File: config.mk
export PLATFORM = sky130hd
export DESIGN_NAME = alu_seq
export DESIGN_NICKNAME = d
export VERILOG_FILES = /design/src/rtl/alu_seq.sv
export SDC_FILE = /design/constraint.sdc
export NUM_CORES = 1
export LEC_CHECK = 0
export ABC_AREA = 1
export BUFFER_PORTS_ARGS = -buffer_cell sky130_fd_sc_hd__clkbuf_2
export CAP_MARGIN = 10
export CORE_ASPECT_RATIO = 2
export CORE_MARGIN = 5
export CORE_UTILIZATION = 45
export CTS_BUF_LIST = sky130_fd_sc_hd__clkbuf_8 sky130_fd_sc_hd__clkbuf_16
export CTS_CLUSTER_DIAMETER = 120
export DETAILED_ROUTE_END_ITERATION = 12
export PLACE_DENSITY = 0.73
export RECOVER_POWER = 100
export SKIP_LAST_GASP = 1
export SYNTH_ARGS = -nofsm -noshare
export SYNTH_HDL_FRONTEND = slang
export SYNTH_SLANG_ARGS = --single-unit
File: constraint.sdc
create_clock -name clk_i -period 2.3 [get_ports clk_i]
set_input_delay 0.46 -clock clk_i [delete_from_list [all_inputs] [get_ports clk_i]]
set_output_delay 0.46 -clock clk_i [all_outputs]
set_load 0.05 [all_outputs]
File: src/rtl/alu_seq.sv
// alu_seq: ALU stage fed by the operand-A selector.
//   Single-cycle ADD/SUB/AND/OR/XOR/NOT/SHL/SHR/MOV. MUL is a WIDTH-cycle
//   unsigned shift-add multiply. The result, the MUL high half and the
//   {Z,N,C,V} flags are registered. Start/busy/done handshake with control.
// Ports:
//   clk_i, rst_i          clock (rising edge), async active-high reset
//   a_i, b_i              operands
//   op_i                  opcode, captured with start_i
//   start_i               launch, honoured only in IDLE
//   flags_we_i            update flags at completion, captured with start_i
//   result_o              result (MUL: low half)
//   result_hi_o           MUL high half, 0 after other ops
//   flags_o               {Z,N,C,V}
//   busy_o                MUL in progress
//   done_o                one-cycle completion pulse
module alu_seq #(
    parameter int WIDTH = 8
) (
    input  logic             clk_i,
    input  logic             rst_i,
    input  logic [WIDTH-1:0] a_i,
    input  logic [WIDTH-1:0] b_i,
    input  logic [3:0]       op_i,
    input  logic             start_i,
    input  logic             flags_we_i,
    output logic [WIDTH-1:0] result_o,
    output logic [WIDTH-1:0] result_hi_o,
    output logic [3:0]       flags_o,
    output logic             busy_o,
    output logic             done_o
);
    localparam int CW = (WIDTH > 1) ? $clog2(WIDTH) : 1;

    typedef enum logic [1:0] {S_IDLE, S_MUL, S_DONE} state_t;

    state_t           state_q, state_d;
    logic [WIDTH-1:0] res_q, res_d, hi_q, hi_d;
    logic [WIDTH-1:0] mcand_q, mcand_d, mplr_q, mplr_d, acc_q, acc_d;
    logic [3:0]       flags_q, flags_d;
    logic             fwe_q, fwe_d;
    logic [CW-1:0]    cnt_q, cnt_d;

    // Single-cycle datapath, operating on the live inputs of the launch edge.
    logic [WIDTH:0]   sum, dif;
    logic [WIDTH-1:0] alu_res;
    logic             alu_c, alu_v;

    always_comb begin
        sum     = {1'b0, a_i} + {1'b0, b_i};
        dif     = {1'b0, a_i} - {1'b0, b_i};
        alu_res = a_i;
        alu_c   = 1'b0;
        alu_v   = 1'b0;
        case (op_i)
            4'd0: begin
                alu_res = sum[WIDTH-1:0];
                alu_c   = sum[WIDTH];
                alu_v   = (a_i[WIDTH-1] == b_i[WIDTH-1]) && (sum[WIDTH-1] != a_i[WIDTH-1]);
            end
            4'd1: begin
                alu_res = dif[WIDTH-1:0];
                alu_c   = dif[WIDTH];   // borrow: a < b unsigned
                alu_v   = (a_i[WIDTH-1] != b_i[WIDTH-1]) && (dif[WIDTH-1] != a_i[WIDTH-1]);
            end
            4'd2: alu_res = a_i & b_i;
            4'd3: alu_res = a_i | b_i;
            4'd4: alu_res = a_i ^ b_i;
            4'd5: alu_res = ~a_i;
            4'd6: begin
                alu_res = {a_i[WIDTH-2:0], 1'b0};
                alu_c   = a_i[WIDTH-1];
            end
            4'd7: begin
                alu_res = {1'b0, a_i[WIDTH-1:1]};
                alu_c   = a_i[0];
            end
            default: alu_res = a_i;
        endcase
    end

    // One shift-add step: {acc, mplr} holds the partial product; the
    // multiplier bits are consumed from the bottom as the product shifts in.
    logic [WIDTH:0]   step_sum;
    logic [WIDTH-1:0] step_acc, step_mplr;

    always_comb begin
        step_sum  = {1'b0, acc_q} + (mplr_q[0] ? {1'b0, mcand_q} : '0);
        step_acc  = step_sum[WIDTH:1];
        step_mplr = {step_sum[0], mplr_q[WIDTH-1:1]};
    end

    always_comb begin
        state_d = state_q;
        res_d   = res_q;
        hi_d    = hi_q;
        mcand_d = mcand_q;
        mplr_d  = mplr_q;
        acc_d   = acc_q;
        flags_d = flags_q;
        fwe_d   = fwe_q;
        cnt_d   = cnt_q;
        case (state_q)
            S_IDLE: begin
                if (start_i) begin
                    if (op_i == 4'd8) begin
                        mcand_d = a_i;
                        mplr_d  = b_i;
                        acc_d   = '0;
                        fwe_d   = flags_we_i;
                        cnt_d   = '0;
                        state_d = S_MUL;
                    end else begin
                        res_d   = alu_res;
                        hi_d    = '0;
                        if (flags_we_i)
                            flags_d = {alu_res == '0, alu_res[WIDTH-1], alu_c, alu_v};
                        state_d = S_DONE;
                    end
                end
            end
            S_MUL: begin
                acc_d  = step_acc;
                mplr_d = step_mplr;
                cnt_d  = cnt_q + 1'b1;
                if (cnt_q == CW'(WIDTH - 1)) begin
                    res_d = step_mplr;
                    hi_d  = step_acc;
                    if (fwe_q)
                        flags_d = {(step_acc == '0) && (step_mplr == '0),
                                   step_acc[WIDTH-1], step_acc != '0, 1'b0};
                    cnt_d   = '0;
                    state_d = S_DONE;
                end
            end
            S_DONE:  state_d = S_IDLE;
            default: state_d = S_IDLE;
        endcase
    end

    always_ff @(posedge clk_i or posedge rst_i) begin
        if (rst_i) begin
            state_q <= S_IDLE;
            res_q   <= '0;
            hi_q    <= '0;
            mcand_q <= '0;
            mplr_q  <= '0;
            acc_q   <= '0;
            flags_q <= '0;
            fwe_q   <= 1'b0;
            cnt_q   <= '0;
        end else begin
            state_q <= state_d;
            res_q   <= res_d;
            hi_q    <= hi_d;
            mcand_q <= mcand_d;
            mplr_q  <= mplr_d;
            acc_q   <= acc_d;
            flags_q <= flags_d;
            fwe_q   <= fwe_d;
            cnt_q   <= cnt_d;
        end
    end

    assign result_o    = res_q;
    assign result_hi_o = hi_q;
    assign flags_o     = flags_q;
    assign busy_o      = (state_q == S_MUL);
    assign done_o      = (state_q == S_DONE);
endmodule

# Word level (Yosys, flattened, before mapping)
# Cells that the tools add are included.
classes:
  add_sub_neg: 4
  n_eq_ne: 21
  n_mux: 32
  bitwise_logic: 4
  n_reduce_logical: 15
ops:
  columns: ["cell", "count"]
  rows:
  - ["2-to-1 mux 8 bit", 11]
  - ["one-hot mux 8 bit (2 select lines)", 4]
  - ["one-hot mux 8 bit (8 select lines)", 1]
  - ["zero test 8 bit", 3]
  - ["2-to-1 mux 4 bit", 5]
  - ["adder 8 x 8 -> 9 bit", 2]
  - ["== test 4 x 3 -> 1 bit, second input constant", 4]
  - ["2-to-1 mux 3 bit", 3]
  - ["subtractor 8 x 8 -> 9 bit", 1]
  - ["bitwise AND 8 bit", 1]
  - ["== test 4 x 2 -> 1 bit, second input constant", 2]
  - ["inequality test 2 bit, second input constant", 4]
  - ["inverter 8 bit", 1]
  - ["bitwise OR 8 bit", 1]
  - ["one-hot mux 4 bit (2 select lines)", 1]
  - ["nonzero test 8 bit", 1]
  - ["XOR 8 bit", 1]
  - ["2-to-1 mux 2 bit", 3]
  - ["one-hot mux 3 bit (2 select lines)", 1]
  - ["AND reduction 3 bit", 2]
  - ["AND reduction 6 bit", 1]
  - ["== test 4 x 1 -> 1 bit, second input constant", 1]
  - ["== test 4 bit, second input constant", 1]
  - ["zero test 4 bit", 1]
  - ["other kinds (15)", 20]
totals:
  ff_bits: 50
  inputBits: 24
  output_inout_bits: 22

# Logic depth before layout (Yosys ltp)
# Gate-level depths: netlist of the first run.
logic_depth:
  word_depth: 8
  ltp_mapped: 17
  depth_no_buf: 16

# Worst setup path before layout of the first run
# No wires, ideal clock.
synth_path:
  kind: "register to register"
  startpoint: "register mplr_q[0]"
  endpoint: "register flags_q[3], in the netlist flags_o[3]"
  setup_ns: 0.077
  arrival_time_ns: 2.053
  slack_ns: 0.170
  path_stages_with_launch: 17
  n_path_buf: 1
  synth_period_minus_slack_ns: 2.130
  cell_sequence: "dfrtp_1 -> clkbuf_1 -> nand2_1 -> inv_1 -> ha_1 -> inv_1 -> fa_1 -> xnor2_1 -> nor2_1 -> nand3_1 -> nor2_1 -> nand3_1 -> nor2_1 -> nand3_1 -> nand2_1 -> inv_1 -> a21oi_1"
synth_between:
  elab_chain_cells: 7
synth_rtl:
  columns: ["element", "line_no", "source"]
  rows:
  - ["from (decl)", "38", "logic [WIDTH-1:0] mcand_q, mcand_d, mplr_q, mplr_d, acc_q, acc_d;"]
  - ["from (signal assigned)", "156", "mplr_q <= mplr_d;"]
  - ["2-to-1 mux 8 bit *", "87", "step_sum = {1'b0, acc_q} + (mplr_q[0] ? {1'b0, mcand_q} : '0);"]
  - ["adder 8 x 8 -> 9 bit *", "87", null]
  - ["zero test 8 bit", "129", "flags_d = {(step_acc == '0) && (step_mplr == '0),"]
  - ["logical AND 1 bit *", "129", null]
  - ["2-to-1 mux 4 bit *", "128", "if (fwe_q)"]
  - ["2-to-1 mux 4 bit *", "125", "if (cnt_q == CW'(WIDTH - 1)) begin"]
  - ["one-hot mux 4 bit (2 select lines) *", "102", "case (state_q)"]
  - ["to (signal assigned)", "158", "flags_q <= flags_d;"]
  - ["to (decl)", "39", "logic [3:0] flags_q, flags_d;"]
# Mark *: on every way between the ends. The rest lies on a longest branch, timed or not. The select of a mux whose other input is x is not followed.
# A chain may end at the register's enable or synchronous reset.

# Worst setup path after layout of the first run
# Same ends and word-level chain as after synthesis.

==> flow_metrics.py, run 1 <==
metrics = {
    "logic_synthesis": {
        "ys_ff_latch": 50,
        "ys_seq_area_share_pct": 29.8,
        "avgSynthCellArea_sq_um": 6.75,
        "synth_nets": 684,
        "synth_cell_types": 39,
        "yosys_warnings": 0,
        "syn_inst": 622,
        "netlist_area_sq_um": 4200,
    },
    "power": {
        "power_density_nw_per_um2": 969,
        "total_power_mw": 4.89,
        "ir_drop_uv": 553,
        "p_leak_nw": 2.76,
    },
    "sta": {
        "fmax_mhz": 455,
        "tightest_slew_ns": 1.23,
        "rsz0062_at_grt": "yes",
        "setup_ws_ns": 0.103,
        "finalSetupViolCount": 0,
        "skew_ns": 0.0108,
        "maxSlewViolCount": 0,
        "period_needed_ns": 2.20,
        "min_period_over_period_pct": 95.5,
        "hold_viol_final": 0,
        "slew_headroom_pct": 17.9,
    },
    "finish": {
        "layout-drive-gt1-share_pct": 16.5,
        "num_antenna_cells": 0,
        "utilization_pct": 54.5,
        "nets": 775,
        "area_growth_pct": 20.2,
        "fillers": 920,
    },
    "global_routing": {
        "track_usage_pct": 24.1,
        "grt_max_degree": 51,
        "antenna_found_initial": 0,
        "grt_pass1_wl_um": 21400,
        "grt_overflow": 0,
        "grt_pass1_vias": 4444,
    },
    "clock_tree": {
        "clk_latency_ns": 0.30,
        "cts_buffer_depth": 2,
        "cts.hold.buffers_added": 0,
        "cts_root_buf": "clkbuf_16",
        "numCtsBuffers": 5,
        "path_clk_slew_ns": 0.08,
        "cts.sinks": 50,
        "cts_tree": "built",
        "ctsHtreeMaxLevel": 2,
    },
    "run_status": {
        "status": "complete, no violations",
    },
    "setup_path": {
        "cp_cell_sequence": "nand2_1, inv_1, ha_4, inv_1, fa_2, inv_1, nor2_1, nand3_1, nor2_2, nand3_2, nor2_1, nand3_1, nand2_1, inv_1, a21oi_1",
        "worstSetupEndpointType": "register",
        "max_stage_delay_ns": 0.51,
        "start_kind": "register",
        "crit_slowest_cell": "fa_2",
        "arrival_ns": 2.43,
        "cp_max_fo": 3,
        "required_ns": 2.53,
        "criticalPathCategory": "reg -> reg",
        "critPathMostFrequentCell": "inv_1",
    },
    "floorplan": {
        "die_y_um": 147,
        "dieArea_sq_um": 11500,
        "initial_core_util_pct": 45.3,
        "coreArea_sq_um": 9260,
        "chipWidth_um": 78.3,
        "io_pins": 46,
        "rows": 50,
    },
    "routing": {
        "drc": 0,
        "finalWirelength_um": 13600,
        "ant_nets": 0,
        "drt-pass1-iter-count": 5,
        "dr_total_vias": 4381,
        "post_drt_wl_per_cell_um": 16.6,
        "vias_per_cell": 5.36,
        "drtIter0Drc": 271,
    },
    "hold_path": {
        "min_path_type": "in -> reg",
    },
    "placed_design": {
        "portBuffers": 45,
        "gp_congestion": 1.02,
        "pre_cts_ws_ns": -0.0900,
        "hpwl_um": 11000,
    },
    "job": {
        "drv_cap": 0,
    },
}
## worst paths after layout
kind | from | endpoint | slack, ns | depth (start not counted)
setup reg to reg | mplr_q[0] | flags_o[3] | 0.10 | 15
setup / recovery | mplr_q[0] | flags_o[3] | 0.10 | 15
hold / removal | flags_we_i | fwe_q | 0.44 | 3
hold reg to reg | result_hi_o[4] | result_hi_o[4] | 0.49 | 2
min in group asynchronous | rst_i | flags_o[2] | 0.52 | 3
max in group asynchronous | rst_i | cnt_q[0] | 1.01 | 3
## cells in the final DEF (no fill, tap or decap), types with 10 or more instances in the layout
cell,Yosys,routed
ha_1,35,33
a21oi_1,19,17
inv_2,11,10
nand2_1,170,170
nor2_1,71,70
o21ai_0,36,37
clkbuf_2,0,25
dfrtp_1,50,50
clkbuf_1,4,22
inv_1,79,79
nand4_1,10,11
buf_4,0,52
nand3_1,60,58
## flip-flops by register name, summed over array words and instances (netlist names)
name / count
state_q: 2
mcand_q: 8
mplr_q: 8
fwe_q: 1
result_o: 8
cnt_q: 3
flags_o: 4
result_hi_o: 8
acc_q: 8
## layout make-up
cell class,count,area (sq um),share of cell area (%)
Multi-Input combinational cell,466,2550,50.6
Sequential cell,50,1250,24.8
Timing Repair Buffer,99,598,11.9
Inverter,91,342,6.77
Tap cell,104,130,2.58
Clock buffer,5,125,2.48
Clock inverter,3,47.5,0.942
## layer usage
| layer | wire length, um | GRT usage (%) | up-vias | share of wire, % |
|---|---|---|---|---|
| met5 | 0 | 0 | - | 0 |
| met3 | 358 | 2.16 | 48 | 2.6 |
| met4 | 911 | 18.0 | 0 | 6.7 |
| met2 | 7770 | 47.3 | 126 | 57 |
| li1 | - | - | 2175 | - |
| met1 | 4570 | 21.8 | 2032 | 34 |
## cells in the mapped netlist (all sizes together)
library cell,n,share of area [%]
a22o,2,0.42
nor3b,1,0.18
nor3,2,0.24
o22ai,3,0.45
a2bb2oi,1,0.21
nand4,11,2.0
o211ai,4,1.0
nand2,175,16
inv,90,8.0
buf,11,1.6
clkbuf,4,0.36
nand3b,6,1.1
dfrtp,50,30
ha,35,10
nand3,60,7.2
a21o,2,0.36
a31oi,7,1.0
fa,3,1.4
or2,2,0.30
o31ai,1,0.18
a21oi,20,2.7
o21bai,1,0.18
xnor2,1,0.21
o21a,1,0.18
clkinv,1,0.089
nor2,79,8.1
xor2,4,0.83
o21ai,45,5.5
## cell families (layout without fill, tap and decap cells)
logic type / after synthesis / in the layout / share of synthesized area (%)
adder cells (fa/ha/maj): 38 / 38 / 11.9
XOR/XNOR: 5 / 5 / 1.04
AO/OA/AOI/OAI: 87 / 87 / 12.2
flip-flops: 50 / 50 / 29.8
buffers and inverters: 106 / 198 / 10.1
AND/OR/NAND/NOR: 336 / 336 / 35.0
## stage by stage
step | hold slack [ns] | setup TNS [ns] | std cells | instance area, sq um
after floorplan | 0.448 | 0 | 622 | 4200
after global placement | 0.466 | -0.0918 | 809 | 4880
after detailed placement | 0.472 | -0.131 | 809 | 4880
after CTS | 0.182 | 0 | 817 | 5060
after global routing | 0.462 | -0.131 | 818 | 5040
final | 0.439 | 0 | 818 | 5040
## worst max-delay path: cells and delay by family (launching register included)
kind,cells,cell delay [ns]
compound gates,1,0.12
fa+ha+maj,2,0.65
flops,1,0.37
buf+inv,4,0.26
simple gates,8,0.73
## power by group
part / leakage, nW / total (mW) / switching [mW] / internal, mW
combinational: 2.04 / 2.57 / 1.75 / 0.814
clock: 0.0848 / 0.881 / 0.359 / 0.522
sequential: 0.637 / 1.44 / 0.223 / 1.22
## repair_timing
| action | 4_1_cts | 5_1_grt |
|---|---|---|
| pin swaps | 0 | 3 |
| resized for setup | 1 | 11 |
| buffers inserted | 0 | 1 |
| endpoints found under the setup margin | 2 | 2 |
Power figures use the tool's default switching activity.
==> run 2: changes to the inputs <==
--- a/config.mk
+++ b/config.mk
@@ -6,7 +6,7 @@
 export NUM_CORES = 1
 export LEC_CHECK = 0
 export ABC_AREA = 1
-export BUFFER_PORTS_ARGS = -buffer_cell sky130_fd_sc_hd__clkbuf_2
+export BUFFER_PORTS_ARGS = -buffer_cell sky130_fd_sc_hd__buf_2
 export CAP_MARGIN = 10
 export CORE_ASPECT_RATIO = 2
 export CORE_MARGIN = 5
==> run 2 against run 1 <==
Maximum frequency decreased by 2.6%. Flip-flop and latch count unchanged. Cell count increased by 0.12%. First-iteration DRC count increased by 9.6%. Die area unchanged. Design area increased by 1.0%. Sequential share of layout area decreased by 0.25 points. Worst setup slack got worse by 0.060 ns. Sequential power about the same. Clock power decreased by 6.0%. Non-clock buffer count increased by 1. Global-route usage increased by 0.073 points.
==> flow_metrics.py, run 2 (synthesis gave the netlist of run 1 again) <==
metrics = {
    "clock_tree": {
        "cts.sinks": 50,
        "path_clk_slew_ns": 0.07,
        "clk_latency_ns": 0.29,
        "cts_buffer_depth": 2,
        "numCtsBuffers": 5,
        "ctsHtreeMaxLevel": 2,
        "cts_root_buf": "clkbuf_16",
        "cts_tree": "built",
    },
    "floorplan": {
        "io_pins": 46,
        "die_y_um": 147,
        "dieArea_sq_um": 11500,
        "chipWidth_um": 78.3,
        "rows": 50,
        "coreArea_sq_um": 9260,
        "initial_core_util_pct": 45.3,
    },
    "power": {
        "ir_drop_uv": 481,
        "p_comb_share_pct": 54.5,
        "switching_share_pct": 48.1,
        "clock_power_share_pct": 16.6,
        "p_int_mw": 2.59,
        "power.switching_mw": 2.40,
        "pwr-share-seq_pct": 29.0,
        "p_leak_nw": 2.77,
        "power_density_nw_per_um2": 979,
        "total_power_mw": 4.99,
    },
    "global_routing": {
        "antenna_found_initial": 0,
        "grt_pass1_wl_um": 21600,
        "grt_max_degree": 51,
        "track_usage_pct": 24.2,
        "grt_pass1_vias": 4539,
        "grt_overflow": 0,
    },
    "setup_path": {
        "path_depth": 15,
        "critPathMostFrequentCell": "nand2_1",
        "crit_slowest_cell": "dfrtp_1",
        "cp.buffers_inverters": 4,
        "required_ns": 2.52,
        "cp_cell_sequence": "buf_4, nand2_1, inv_1, ha_4, a21oi_4, buf_4, a21oi_2, o21ai_0, nand2_1, nand3_2, nor2_1, nand3_1, nand2_1, inv_1, a21oi_1",
        "path_delay_family": "simple AND/OR/NAND/NOR gates",
        "worstSetupEndpointType": "register",
        "critPathLaunch": "mplr_q[0]",
        "cp_max_fo": 6,
        "start_kind": "register",
        "criticalPathCategory": "reg -> reg",
        "max_stage_delay_ns": 0.41,
        "reg2reg_from": "mplr_q[0]",
        "arrival_ns": 2.48,
        "reg2reg_depth": 15,
    },
    "routing": {
        "dr_total_vias": 4505,
        "drc": 0,
        "post_drt_wl_per_cell_um": 16.6,
        "vias_per_cell": 5.50,
        "finalWirelength_um": 13600,
        "ant_nets": 0,
        "drt-pass1-iter-count": 5,
        "drtIter0Drc": 297,
    },
    "sta": {
        "slew_headroom_pct": 18.1,
        "maxSlewViolCount": 0,
        "rsz0062_at_grt": "yes",
        "hold_viol_final": 0,
        "fmax_mhz": 443,
        "skew_ns": 0.00357,
        "tightest_slew_ns": 1.23,
        "fin_hold_ws_ns": 0.442,
        "period_needed_ns": 2.26,
        "min_period_over_period_pct": 98.1,
        "finalSetupViolCount": 0,
    },
    "placed_design": {
        "portBuffers": 45,
        "place_inst": 810,
        "gp_congestion": 1.03,
        "hpwl_um": 11100,
    },
    "finish": {
        "layout.cells.non_filler": 819,
        "nets": 776,
        "final_common_cell": "nand2_1",
        "utilization_pct": 55.0,
        "num_antenna_cells": 0,
        "mostFrequentLayoutCells": "nand2_1 (168), inv_1 (78), nor2_1 (69)",
        "layout-drive-gt1-share_pct": 18.0,
        "area_growth_pct": 21.4,
    },
    "hold_path": {
        "min_from": "flags_we_i",
        "min_path_type": "in -> reg",
        "hold_depth": 3,
    },
    "job": {
        "drv_cap": 0,
    },
    "run_status": {
        "status": "complete, no violations",
    },
}
[run 2: cell type report]
class / instances / area (sq um)
fillers: 944 / 4160
multi-input cells: 466 / 2600
clock buffers: 5 / 125
well taps: 104 / 130
inverters: 91 / 342
clock inverters: 3 / 37.5
repair buffers: 100 / 611
flip-flops and latches: 50 / 1250
[run 2: tightest hold or removal path: cells and delay by family]
kind / cells / cell delay, ns
buf+inv: 1 / 0.11
compound gates: 1 / 0.07
simple gates: 1 / 0.05
[run 2: path summary, 6_finish.rpt]
kind / slack (ns) / endpoint
worst min register to register: 0.48 / result_hi_o[6]
max in group asynchronous: 1.00 / acc_q[7]
min in group asynchronous: 0.55 / result_o[6]
worst min-delay path: 0.44 / fwe_q
worst max-delay path: 0.04 / flags_o[3]
worst max register to register: 0.04 / flags_o[3]
[run 2: timing repair]
action	CTS	global route
pin swaps	1	6
hold buffers	0	0
gates resized for setup	3	18
buffers inserted	1	0
setup endpoints to repair	2	3
[run 2: power groups by stage]
stage | sequential (mW) | combinational, mW | clock, mW
finish | 1.45 | 2.72 | 0.828
global route | 1.48 | 2.98 | 0.872
CTS | 1.43 | 2.57 | 0.831
detailed placement | 1.44 | 2.53 | 0
global placement | 1.43 | 2.47 | 0
floorplan | 1.76 | 1.40 | 0
[run 2: metal layers]
| metal | global-route usage (%) | vias up | share of wire, % |
|---|---|---|---|
| met4 | 22.2 | 0 | 9.7 |
| met1 | 21.2 | 2088 | 32 |
| met2 | 46.0 | 176 | 55 |
| met5 | 0 | - | 0 |
| met3 | 2.35 | 74 | 3.3 |
| li1 | - | 2167 | - |
[run 2: per-stage QoR]
| step | setup slack [ns] | cell area [sq um] | setup TNS [ns] |
|---|---|---|---|
| after floorplan | 0.170 | 4200 | 0 |
| after global placement | -0.135 | 4890 | -0.204 |
| after detailed placement | -0.183 | 4890 | -0.308 |
| after CTS | 0.0105 | 5070 | 0 |
| after global routing | -0.0446 | 5100 | -0.0446 |
| final | 0.0431 | 5100 | 0 |
==> run 3: changes to the inputs <==
==> constraint.sdc (replaced) <==
create_clock -name clk_i -period 2.8 [get_ports clk_i]
set_input_delay 0.56 -clock clk_i [delete_from_list [all_inputs] [get_ports clk_i]]
set_output_delay 0.56 -clock clk_i [all_outputs]
set_load 0.01 [all_outputs]
==> run 3 against run 2 <==
Via count down 5.4%. Design area shrank 9.4%. Clock power down 26%. Die area unchanged. Power is 33% lower. Critical path depth unchanged. Sequential power is 19% lower. Global-route usage down 0.58 points. Critical path type unchanged. Largest cell class unchanged.
==> flow_metrics.py, run 3 (synthesis gave the netlist of run 1 again) <==
metrics = {
    "run_status": {
        "status": "complete, no violations",
    },
    "power": {
        "total_power_mw": 3.34,
        "p_leak_nw": 2.53,
        "ir_drop_uv": 389,
        "power_density_nw_per_um2": 724,
    },
    "clock_tree": {
        "cts_tree": "built",
        "cts_resized": 0,
        "path_clk_slew_ns": 0.07,
        "clk_latency_ns": 0.30,
        "cts_root_buf": "clkbuf_16",
        "post_cts_buffers": 0,
        "ctsHtreeMaxLevel": 2,
        "cts_buffer_depth": 2,
        "cts.sinks": 50,
        "cts.hold.buffers_added": 0,
        "numCtsBuffers": 5,
    },
    "finish": {
        "area_growth_pct": 10.0,
        "mostFrequentLayoutCells": "nand2_1 (171), inv_1 (82), nor2_1 (73)",
        "final_common_cell": "nand2_1",
        "nets": 735,
        "num_antenna_cells": 0,
        "utilization_pct": 49.9,
        "layout-drive-gt1-share_pct": 8.75,
        "fillers": 980,
    },
    "sta": {
        "rsz0062_at_grt": "no",
        "fin_hold_ws_ns": 0.481,
        "period_needed_ns": 2.50,
        "slew_headroom_pct": 20.5,
        "maxSlewViolCount": 0,
        "finalSetupViolCount": 0,
        "setup_tns_ns": 0,
        "setup_ws_ns": 0.300,
        "tightest_slew_ns": 1.19,
        "skew_ns": 0.00958,
        "fmax_mhz": 400,
        "min_period_over_period_pct": 89.3,
        "hold_viol_final": 0,
    },
    "setup_path": {
        "arrival_ns": 2.73,
        "r2r-end": "flags_o[3]",
        "criticalPathCategory": "reg -> reg",
        "start_kind": "register",
        "reg2reg_depth": 15,
        "cp_max_fo": 9,
        "cp-endpoint": "flags_o[3]",
        "critPathLaunch": "mplr_q[0]",
        "r2r_setup_slack_ns": 0.30,
        "worstSetupEndpointType": "register",
        "reg2reg_from": "mplr_q[0]",
        "required_ns": 3.03,
    },
    "global_routing": {
        "grt_pass1_vias": 4338,
        "grt_max_degree": 33,
        "antenna_found_initial": 0,
        "grt_overflow": 0,
        "track_usage_pct": 23.6,
        "grt_pass1_wl_um": 21000,
    },
    "floorplan": {
        "rows": 50,
        "io_pins": 46,
        "die_y_um": 147,
        "chipWidth_um": 78.3,
        "initial_core_util_pct": 45.3,
        "coreArea_sq_um": 9260,
        "dieArea_sq_um": 11500,
    },
    "placed_design": {
        "pre_cts_ws_ns": 0.0924,
        "gp_congestion": 0.999,
        "portBuffers": 45,
        "hpwl_um": 10900,
    },
    "routing": {
        "drt-pass1-iter-count": 7,
        "dr_total_vias": 4262,
        "drc": 0,
        "post_drt_wl_per_cell_um": 16.9,
        "ant_nets": 0,
        "vias_per_cell": 5.48,
        "drtIter0Drc": 258,
        "finalWirelength_um": 13200,
    },
    "job": {
        "drv_cap": 0,
    },
    "hold_path": {
        "min_from": "flags_o[0]",
        "min_path_type": "reg -> reg",
    },
}
## run 3: report_power, final
group / leakage, nW / switching (mW) / internal (mW)
Combinational: 1.82 / 1.02 / 0.524
Clock: 0.0698 / 0.283 / 0.331
Sequential: 0.637 / 0.180 / 1.00
## run 3: layer usage
metal  part of all wire (%)  wire length, um  track usage (%)
met2                     55             7260             44.2
met1                     34             4420             21.6
met4                    8.4             1110             20.5
met3                    2.9              385             2.78
met5                      0                0                0
## run 3: critical path, stage by stage (launching register included)
cell and delay (ns):
dfrtp_1 0.52, nand2_1 0.09, inv_1 0.07, ha_1 0.16, inv_1 0.06, fa_1 0.40, xnor2_1 0.16, nor2_1 0.13
nand3_1 0.10, nor2_1 0.16, nand3_1 0.16, nor2_1 0.12, nand3_1 0.07, nand2_1 0.07, inv_1 0.04, a21oi_1 0.12
## run 3: worst min path at each step
stage	endpoint	slack, ns	cells after the start
2_1_floorplan	acc_q[0]	0.45	2
3_3_place_gp	flags_o[0]	0.46	2
3_5_place_dp	result_hi_o[7]	0.46	2
4_1_cts	result_hi_o[6]	0.38	2
5_1_grt	fwe_q	0.51	3
6_report	flags_o[0]	0.48	2
## run 3: final cells by class
class | count | area [sq um] | share of cell area [%]
well taps | 104 | 130 | 2.82
multi-input cells | 466 | 2460 | 53.4
inverters | 91 | 342 | 7.40
clock buffers | 5 | 125 | 2.71
repair buffers | 59 | 284 | 6.15
clock inverters | 3 | 21.3 | 0.461
flip-flops and latches | 50 | 1250 | 27.1
## run 3: metrics by stage
stage	instances	cell area [sq um]
final	778	4620
after global routing	778	4620
after CTS	778	4720
after detailed placement	770	4580
after global placement	770	4580
after floorplan	622	4200
